--- src/rtl/multicycle_ctrl_if.sv ---
// multicycle_ctrl_if
// Bundles every signal exchanged between the multicycle controller and the datapath.
//   master : the controller. It receives opcode/funct/zero/mem_ready and drives
//            all selects, enables, ALU control, the debug state and the retired count.
//   slave  : the datapath/memory side. It has the opposite directions.
interface multicycle_ctrl_if #(
    parameter int CNT_WIDTH = 32
);
    logic [5:0]           opcode;
    logic [5:0]           funct;
    logic                 zero;
    logic                 mem_ready;
    logic                 IorD;
    logic                 MemWrite;
    logic                 IRWrite;
    logic                 RegDst;
    logic                 MemtoReg;
    logic                 RegWrite;
    logic                 ALUSrcA;
    logic [1:0]           ALUSrcB;
    logic [2:0]           ALUControl;
    logic [1:0]           PCSrc;
    logic                 PCEn;
    logic                 illegal_op;
    logic [3:0]           state;
    logic [CNT_WIDTH-1:0] retired;

    modport master (
        input  opcode, funct, zero, mem_ready,
        output IorD, MemWrite, IRWrite, RegDst, MemtoReg, RegWrite,
               ALUSrcA, ALUSrcB, ALUControl, PCSrc, PCEn, illegal_op,
               state, retired
    );

    modport slave (
        output opcode, funct, zero, mem_ready,
        input  IorD, MemWrite, IRWrite, RegDst, MemtoReg, RegWrite,
               ALUSrcA, ALUSrcB, ALUControl, PCSrc, PCEn, illegal_op,
               state, retired
    );
endinterface

--- src/rtl/multicycle_ctrl.sv ---
// multicycle_ctrl
// Sequencing FSM for the multicycle MIPS datapath (shared ALU, single memory).
// Walks each instruction through fetch/decode/execute/memory/writeback, emits
// all datapath controls, stalls on mem_ready and counts retired instructions.
// Ports:
//   clk   : rising-edge clock
//   reset : synchronous active-high reset (state -> FETCH, retired -> 0)
//   bus   : multicycle_ctrl_if.master, all controller inputs and outputs
module multicycle_ctrl #(
    parameter int CNT_WIDTH = 32
) (
    input  logic                 clk,
    input  logic                 reset,
    multicycle_ctrl_if.master    bus
);
    localparam logic [3:0] FETCH    = 4'd0;
    localparam logic [3:0] DECODE   = 4'd1;
    localparam logic [3:0] MEMADR   = 4'd2;
    localparam logic [3:0] MEMREAD  = 4'd3;
    localparam logic [3:0] MEMWB    = 4'd4;
    localparam logic [3:0] MEMWRITE = 4'd5;
    localparam logic [3:0] EXECUTE  = 4'd6;
    localparam logic [3:0] ALUWB    = 4'd7;
    localparam logic [3:0] BRANCH   = 4'd8;
    localparam logic [3:0] ADDIEX   = 4'd9;
    localparam logic [3:0] ADDIWB   = 4'd10;
    localparam logic [3:0] JUMP     = 4'd11;

    localparam logic [5:0] OP_RTYPE = 6'b000000;
    localparam logic [5:0] OP_LW    = 6'b100011;
    localparam logic [5:0] OP_SW    = 6'b101011;
    localparam logic [5:0] OP_BEQ   = 6'b000100;
    localparam logic [5:0] OP_ADDI  = 6'b001000;
    localparam logic [5:0] OP_J     = 6'b000010;

    logic [3:0]           state_q, state_d;
    logic [CNT_WIDTH-1:0] retired_q, retired_d;

    logic       iord, mem_write, ir_write, reg_dst, mem_to_reg, reg_write;
    logic       alu_src_a, pc_write, branch, illegal;
    logic [1:0] alu_src_b, pc_src;
    logic [2:0] alu_control;
    logic       retire;

    always_comb begin
        state_d     = FETCH;
        iord        = 1'b0;
        mem_write   = 1'b0;
        ir_write    = 1'b0;
        reg_dst     = 1'b0;
        mem_to_reg  = 1'b0;
        reg_write   = 1'b0;
        alu_src_a   = 1'b0;
        alu_src_b   = 2'b00;
        alu_control = 3'b010;
        pc_src      = 2'b00;
        pc_write    = 1'b0;
        branch      = 1'b0;
        illegal     = 1'b0;
        case (state_q)
            FETCH: begin
                alu_src_b = 2'b01;
                // IR load and PC+4 happen only on the cycle memory delivers the word
                ir_write  = bus.mem_ready;
                pc_write  = bus.mem_ready;
                state_d   = bus.mem_ready ? DECODE : FETCH;
            end
            DECODE: begin
                // ALU precomputes the branch target while the opcode is decoded
                alu_src_b = 2'b11;
                case (bus.opcode)
                    OP_LW, OP_SW: state_d = MEMADR;
                    OP_RTYPE:     state_d = EXECUTE;
                    OP_BEQ:       state_d = BRANCH;
                    OP_ADDI:      state_d = ADDIEX;
                    OP_J:         state_d = JUMP;
                    default: begin
                        state_d = FETCH;
                        illegal = 1'b1;
                    end
                endcase
            end
            MEMADR: begin
                alu_src_a = 1'b1;
                alu_src_b = 2'b10;
                state_d   = (bus.opcode == OP_SW) ? MEMWRITE : MEMREAD;
            end
            MEMREAD: begin
                iord    = 1'b1;
                state_d = bus.mem_ready ? MEMWB : MEMREAD;
            end
            MEMWB: begin
                mem_to_reg = 1'b1;
                reg_write  = 1'b1;
            end
            MEMWRITE: begin
                // strobe held for the whole access so a slow memory sees it until ready
                iord      = 1'b1;
                mem_write = 1'b1;
                state_d   = bus.mem_ready ? FETCH : MEMWRITE;
            end
            EXECUTE: begin
                alu_src_a = 1'b1;
                case (bus.funct)
                    6'b100010: alu_control = 3'b110;
                    6'b100100: alu_control = 3'b000;
                    6'b100101: alu_control = 3'b001;
                    6'b101010: alu_control = 3'b111;
                    default:   alu_control = 3'b010;
                endcase
                state_d = ALUWB;
            end
            ALUWB: begin
                reg_dst   = 1'b1;
                reg_write = 1'b1;
            end
            BRANCH: begin
                alu_src_a   = 1'b1;
                alu_control = 3'b110;
                pc_src      = 2'b01;
                branch      = 1'b1;
            end
            ADDIEX: begin
                alu_src_a = 1'b1;
                alu_src_b = 2'b10;
                state_d   = ADDIWB;
            end
            ADDIWB: begin
                reg_write = 1'b1;
            end
            JUMP: begin
                pc_src   = 2'b10;
                pc_write = 1'b1;
            end
            default: state_d = FETCH;
        endcase
    end

    // Every retiring state returns to FETCH unconditionally except MEMWRITE,
    // which only leaves once the store is accepted.
    always_comb begin
        retire = 1'b0;
        case (state_q)
            MEMWB, ALUWB, ADDIWB, BRANCH, JUMP: retire = 1'b1;
            MEMWRITE:                           retire = bus.mem_ready;
            default:                            retire = 1'b0;
        endcase
        retired_d = retire ? retired_q + 1'b1 : retired_q;
    end

    always_ff @(posedge clk) begin
        if (reset) begin
            state_q   <= FETCH;
            retired_q <= '0;
        end else begin
            state_q   <= state_d;
            retired_q <= retired_d;
        end
    end

    assign bus.IorD       = iord;
    assign bus.MemWrite   = mem_write;
    assign bus.IRWrite    = ir_write;
    assign bus.RegDst     = reg_dst;
    assign bus.MemtoReg   = mem_to_reg;
    assign bus.RegWrite   = reg_write;
    assign bus.ALUSrcA    = alu_src_a;
    assign bus.ALUSrcB    = alu_src_b;
    assign bus.ALUControl = alu_control;
    assign bus.PCSrc      = pc_src;
    assign bus.PCEn       = pc_write | (branch & bus.zero);
    assign bus.illegal_op = illegal;
    assign bus.state      = state_q;
    assign bus.retired    = retired_q;
endmodule

--- src/flat_wrapper.sv ---
// flat-port wrapper written by rule: the top's interface ports become plain ports
module multicycle_ctrl_flat 
#(
    parameter int CNT_WIDTH = 32
)
  (clk, reset, bus_opcode, bus_funct, bus_zero, bus_mem_ready, bus_IorD, bus_MemWrite, bus_IRWrite, bus_RegDst, bus_MemtoReg, bus_RegWrite, bus_ALUSrcA, bus_ALUSrcB, bus_ALUControl, bus_PCSrc, bus_PCEn, bus_illegal_op, bus_state, bus_retired);
  multicycle_ctrl_if #(.CNT_WIDTH(CNT_WIDTH)) bus_i ();
  input  logic clk;
  input  logic reset;
  input wire logic [$bits(bus_i.opcode)-1:0] bus_opcode;
  input wire logic [$bits(bus_i.funct)-1:0] bus_funct;
  input wire logic [$bits(bus_i.zero)-1:0] bus_zero;
  input wire logic [$bits(bus_i.mem_ready)-1:0] bus_mem_ready;
  output wire logic [$bits(bus_i.IorD)-1:0] bus_IorD;
  output wire logic [$bits(bus_i.MemWrite)-1:0] bus_MemWrite;
  output wire logic [$bits(bus_i.IRWrite)-1:0] bus_IRWrite;
  output wire logic [$bits(bus_i.RegDst)-1:0] bus_RegDst;
  output wire logic [$bits(bus_i.MemtoReg)-1:0] bus_MemtoReg;
  output wire logic [$bits(bus_i.RegWrite)-1:0] bus_RegWrite;
  output wire logic [$bits(bus_i.ALUSrcA)-1:0] bus_ALUSrcA;
  output wire logic [$bits(bus_i.ALUSrcB)-1:0] bus_ALUSrcB;
  output wire logic [$bits(bus_i.ALUControl)-1:0] bus_ALUControl;
  output wire logic [$bits(bus_i.PCSrc)-1:0] bus_PCSrc;
  output wire logic [$bits(bus_i.PCEn)-1:0] bus_PCEn;
  output wire logic [$bits(bus_i.illegal_op)-1:0] bus_illegal_op;
  output wire logic [$bits(bus_i.state)-1:0] bus_state;
  output wire logic [$bits(bus_i.retired)-1:0] bus_retired;
  assign bus_i.opcode = bus_opcode;
  assign bus_i.funct = bus_funct;
  assign bus_i.zero = bus_zero;
  assign bus_i.mem_ready = bus_mem_ready;
  assign bus_IorD = bus_i.IorD;
  assign bus_MemWrite = bus_i.MemWrite;
  assign bus_IRWrite = bus_i.IRWrite;
  assign bus_RegDst = bus_i.RegDst;
  assign bus_MemtoReg = bus_i.MemtoReg;
  assign bus_RegWrite = bus_i.RegWrite;
  assign bus_ALUSrcA = bus_i.ALUSrcA;
  assign bus_ALUSrcB = bus_i.ALUSrcB;
  assign bus_ALUControl = bus_i.ALUControl;
  assign bus_PCSrc = bus_i.PCSrc;
  assign bus_PCEn = bus_i.PCEn;
  assign bus_illegal_op = bus_i.illegal_op;
  assign bus_state = bus_i.state;
  assign bus_retired = bus_i.retired;
  multicycle_ctrl #(.CNT_WIDTH(CNT_WIDTH)) u_core (.clk(clk), .reset(reset), .bus(bus_i));
endmodule
--- config.mk ---
export PLATFORM = sky130hd
export DESIGN_NAME = multicycle_ctrl_flat
export DESIGN_NICKNAME = d
export VERILOG_FILES = /design/src/rtl/multicycle_ctrl_if.sv /design/src/rtl/multicycle_ctrl.sv /design/src/flat_wrapper.sv
export SDC_FILE = /design/constraint.sdc
export NUM_CORES = 1
export LEC_CHECK = 0
export ABC_AREA = 0
export BUFFER_PORTS_ARGS = -buffer_cell sky130_fd_sc_hd__buf_2
export CAP_MARGIN = 20
export CORE_UTILIZATION = 30
export CTS_BUF_LIST = sky130_fd_sc_hd__clkbuf_8
export DETAILED_ROUTE_END_ITERATION = 16
export PLACE_DENSITY = 0.6
export REMOVE_ABC_BUFFERS = 1
export SETUP_SLACK_MARGIN = 0.1
export SLEW_MARGIN = 20
export SYNTH_ARGS = -nofsm -noshare
export SYNTH_HDL_FRONTEND = slang
export SYNTH_SLANG_ARGS = --single-unit
export TNS_END_PERCENT = 30
--- constraint.sdc ---
create_clock -name clk -period 4.7 [get_ports clk]
set_clock_uncertainty 0.2 [all_clocks]
set_input_delay 0.705 -clock clk [delete_from_list [all_inputs] [get_ports clk]]
set_output_delay 0.705 -clock clk [all_outputs]
set_load 0.01 [all_outputs]
Word-level counts from Yosys, hierarchy flattened
Cells that the tools add are included.

Input port bits: 16. Logic and storage cells: 56. Bits in registers: 36. Output and inout port bits: 52.

Multiplexer cells: 22. Reduce and logical (&&, ||, !) cells: 9. Add/sub/neg operators: 1. Equal/unequal tests: 20. Bitwise gates (word level): 2.

Operators by type and width (number): $eq A6 B6 Y1 const B (6); $add A32 B1 Y32 const B (1); $pmux W4 S7 (1); $pmux W4 S5 (1); $eq A4 B3 Y1 const B (4); $eq A4 B4 Y1 const B (4); $pmux W3 S4 (1); $mux W1 (11); $mux W3 (3); $eq A4 B2 Y1 const B (2); $eq A6 B2 Y1 const B (1); $eq A6 B3 Y1 const B (1); $eq A6 B4 Y1 const B (1); $logic_not A6 Y1 (1); $pmux W2 S3 (1); $pmux W3 S2 (1); $reduce_or A2 Y1 (3); $reduce_or A6 Y1 (1); $reduce_or A5 Y1 (1); $eq A4 B1 Y1 const B (1); $logic_not A4 Y1 (1); $pmux W1 S2 (2); $pmux W2 S2 (1); $reduce_or A4 Y1 (1); other kinds (3) (3).

Depth between registers and ports, before layout
Depth in word-level cells: 4. Mapped depth: 7.

Worst setup path after synthesis
OpenSTA, ideal clock, no wires.

Path type: flip-flop to output port. Start point: reg u_core.state_q[3], in the netlist u_core.bus.state[3]. End point: out bus_ALUControl[1]. Cell stages (with the launch flop): 5. Arrival time: 2.063 ns. Path buffers: 1. Path slack: 1.732 ns. Cells stage by stage: dfxtp_1 buf_2 nand2b_1 or4b_2 or4b_2.

Word-level cells in the longest chain between the ends: 2.

RTL lines: start, declared (line multicycle_ctrl.sv:36) `logic [3:0] state_q, state_d;`; start signal, assigned (line multicycle_ctrl.sv:156) `state_q <= state_d;`; $eq A4 B4 Y1 or $eq A4 B3 Y1 (tied branches) (line multicycle_ctrl.sv:60) `case (state_q)`; $pmux W3 S2 (*) (line multicycle_ctrl.sv:60); end, declared (line flat_wrapper.sv:22) `output wire logic [$bits(bus_i.ALUControl)-1:0] bus_ALUControl;`.

Every way passes the cells marked *; elsewhere a longest branch is shown, timed or not.

Worst setup path in the final report
Start point: reg u_core.state_q[2], in the netlist u_core.bus.state[2]. End point: out bus_ALUControl[1].

Same word-level chain as after synthesis.

==> results.sh <==
export IMPL_status="completed"
export IMPL_end_kind="output port"
export IMPL_holdWs_ns=0.3023
export IMPL_grt_usage=0.1491
export IMPL_num_io_pins=68
export IMPL_grt_pass1_wl_um=8997
export IMPL_cts_setup_buffers=0
export IMPL_clk_latency_ns=0.28
export IMPL_drt_iter0_drc=176
export IMPL_drv_cap=0
export IMPL_leakagePower_nw=0.9815
export IMPL_crit_chain="nand2b_1 -> or4b_2 -> or4b_2 -> buf_2"
export IMPL_syn_area_per_cell_um2=7.747
export IMPL_timing_rr_start="u_core.bus.state[1]$_SDFF_PP0_"
export IMPL_ant_nets=0
export IMPL_grt_antenna_before_repair=0
export IMPL_fmax_mhz=280.0
export IMPL_worst_path_max_fanout=17
export IMPL_cp_top_family="simple AND/OR/NAND/NOR gates"
export IMPL_clockBufferDepth=2
export IMPL_wirelength_um=5540
export IMPL_syn_to_final_growth_pct=23.00
export IMPL_hp_class="register to register"
export IMPL_relSlewSlack=0.4843
export IMPL_ys_types=46
export IMPL_min_from="u_core.bus.retired[24]$_SDFFE_PP0P_"
export IMPL_power_switching_w=0.0001346
export IMPL_fin_setup_tns_ns=0
export IMPL_ys_ff_latch=36
export IMPL_crit_start="u_core.bus.state[2]$_SDFF_PP0_"
export IMPL_slowest_stage="or4b_2"
export IMPL_htree_num_levels=2
export IMPL_vdd_drop_max_mv=0.1416
export IMPL_mostFrequentLayoutCells="buf_2, dfxtp_1, nor2_1"
export IMPL_vias=2216
export IMPL_grt_max_degree=38
export IMPL_rsz0062_at_grt="no"
export IMPL_place_area_um2=2534
export IMPL_clkPwrFrac=0.405
export IMPL_slew_viol_final=0
export IMPL_layout_commonest_cell="buf_2"
export IMPL_drc=0
export IMPL_finalNonFillerCells=431
export IMPL_root_buffer="clkbuf_8"
export IMPL_place_gp_congestion=0.8329
export IMPL_critPathKind="register to output port"
export IMPL_overflow=0
export IMPL_fp_dieH_um=86.43
export IMPL_p_seq_frac=0.526
export IMPL_wire_per_inst_um=12.85
export IMPL_critical_path_endpoint="bus_ALUControl[1]"
export IMPL_comb_power_share=0.069
export IMPL_worst_setup_path_start_kind="register"
export IMPL_netlist_instances=276
export IMPL_period_share=0.7600
export IMPL_placementRows=30
export IMPL_final_setup_viol_count=0
export IMPL_numCtsBuffers=5
export IMPL_path_depth=4
export IMPL_coreArea_um2=6832
export IMPL_crit_required_ns=3.80
export IMPL_r2r_setup_slack_ns=1.86
export IMPL_hold_violations=0
export IMPL_period_minus_slack_ns=3.572
export IMPL_post_cts_resized=0
export IMPL_timing_critical_path_buf_inv=1
export IMPL_cts_hold_fix_buffers=0
export IMPL_crit_top_cell="or4b_2"
export IMPL_synth_warnings=0
export IMPL_port_buffer_count=67
export IMPL_worstMarginPinSlew_ns=0.7735
export IMPL_die_w_um=86.43
export IMPL_dp_cells=424
export IMPL_via_per_inst=5.142
export IMPL_power_switching_share=0.2292
export IMPL_syn_area_um2=2138
export IMPL_diodes=0
export IMPL_dr_pass1_iters=4
export IMPL_tritoncts="yes"
export IMPL_final_area_um2=2630
export IMPL_reg2regPathDepth=6
export IMPL_die_area_um2=7469
export IMPL_yosysSeqAreaShare=0.3370
export IMPL_p_per_area_nw_per_um2=223.2
export IMPL_nets=352
export IMPL_cts_reportedPaths_clkPinSlew_ns=0.07
export IMPL_dp_hpwl_um=3852
export IMPL_start_util=0.3130
export IMPL_p_int_w=0.0004525
export IMPL_drive_above_1_share=0.2507
export IMPL_cp_arrival_ns=2.67
export IMPL_reg2reg_to="u_core.bus.retired[26]$_SDFFE_PP0P_"
export IMPL_cpPeakStageDelay_ns=0.70
export IMPL_grt_pass1_vias=1932
export IMPL_cts_sinks=36
[power groups by stage]
| stage | Combinational, W | Sequential, W | Clock (W) |
|---|---|---|---|
| floorplan | 0.0000183 | 0.000316 | 0 |
| global placement | 0.0000402 | 0.000316 | 0 |
| detailed placement | 0.0000404 | 0.000316 | 0 |
| CTS | 0.0000407 | 0.000309 | 0.000246 |
| global route | 0.0000447 | 0.000309 | 0.000255 |
| finish | 0.0000405 | 0.000309 | 0.000238 |
[through the flow]
| stage | utilization | worst slack, ns | power [W] |
|---|---|---|---|
| 6_report | 0.3850 | 1.128 | 0.0005871 |
| 4_1_cts | 0.3850 | 1.149 | 0.0005957 |
| 3_5_place_dp | 0.3709 | 1.465 | 0.0003563 |
| 3_3_place_gp | 0.3709 | 1.505 | 0.0003560 |
| 5_1_grt | 0.3850 | 0.9750 | 0.0006084 |
| 2_1_floorplan | - | 1.654 | 0.0003339 |
[routing by layer]
metal	track usage	wire [um]
met1	0.1901	2637
met5	0	0
met2	0.2583	2627
met3	0.03238	224
met4	0.03182	50
[cell type report]
type | instances | area (um2)
Clock buffer | 7 | 96.34
Fill cell | 773 | 4202
Inverter | 4 | 15.01
Multi-Input combinational cell | 219 | 1328
Sequential cell | 36 | 720.7
Tap cell | 96 | 120.1
Timing Repair Buffer | 69 | 350.3
[registers in the layout, summed over array words and instances (netlist names)]
| name | cells |
|---|---|
| u_core.bus.retired | 32 |
| u_core.bus.state | 4 |
[tightest hold or removal path, delay by kind of cell (launching register included)]
| kind | cells | cell delay [ns] |
|---|---|---|
| AO/OA/AOI/OAI | 2 | 0.12 |
| flip-flops | 1 | 0.34 |
[kinds of logic after synthesis]
group,Yosys count,synth area share
buf+inv,21,0.04212
mux,2,0.009947
xor+xnor,18,0.07373
fa+ha+maj,1,0.005850
flops,36,0.3370
simple gates,141,0.3616
compound gates,57,0.1697
[Yosys cell counts, drive strengths merged]
library cell  number  share of area
or4b               2         0.0094
a311o              1         0.0047
and3               3         0.0088
or2b               1         0.0035
nor4b              2         0.0082
dfxtp             36           0.34
a31o               1         0.0041
a211o              1         0.0041
a21oi             26          0.061
a21o               1         0.0035
nand3             11          0.026
xor2               1         0.0041
nor4bb             1         0.0047
o22ai              2         0.0059
or3                5          0.015
nor2b              5          0.015
inv                4         0.0070
o2111ai            3          0.020
or2                3         0.0088
nor4              13          0.038
and2               2         0.0059
and4               4          0.016
nor2              31          0.054
a311oi             1         0.0041
nor3              11          0.026
mux2               1         0.0053
o31ai              8          0.028
nand2             22          0.039
nand4              4          0.012
or4                8          0.028
o21bai             1         0.0035
nand4b             2         0.0082
nand2b             4          0.012
mux2i              1         0.0047
and2b              2         0.0070
a211oi             1         0.0035
nor3b              5          0.018
clkbuf            12          0.021
ha                 1         0.0059
buf                5          0.014
a21boi             1         0.0035
xnor2             17          0.070
o21ai             10          0.023
[how the worst min path moves through the flow]
| stage | end | slack, ns | cells past startpoint |
|---|---|---|---|
| 2_1_floorplan | u_core.bus.retired[30]$_SDFFE_PP0P_ | 0.30 | 2 |
| 3_3_place_gp | u_core.bus.retired[30]$_SDFFE_PP0P_ | 0.27 | 2 |
| 3_5_place_dp | u_core.bus.retired[30]$_SDFFE_PP0P_ | 0.29 | 2 |
| 4_1_cts | u_core.bus.retired[22]$_SDFFE_PP0P_ | 0.30 | 2 |
| 5_1_grt | u_core.bus.retired[22]$_SDFFE_PP0P_ | 0.33 | 2 |
| 6_report | u_core.bus.retired[24]$_SDFFE_PP0P_ | 0.30 | 2 |
(Power assumes the default switching activity.)
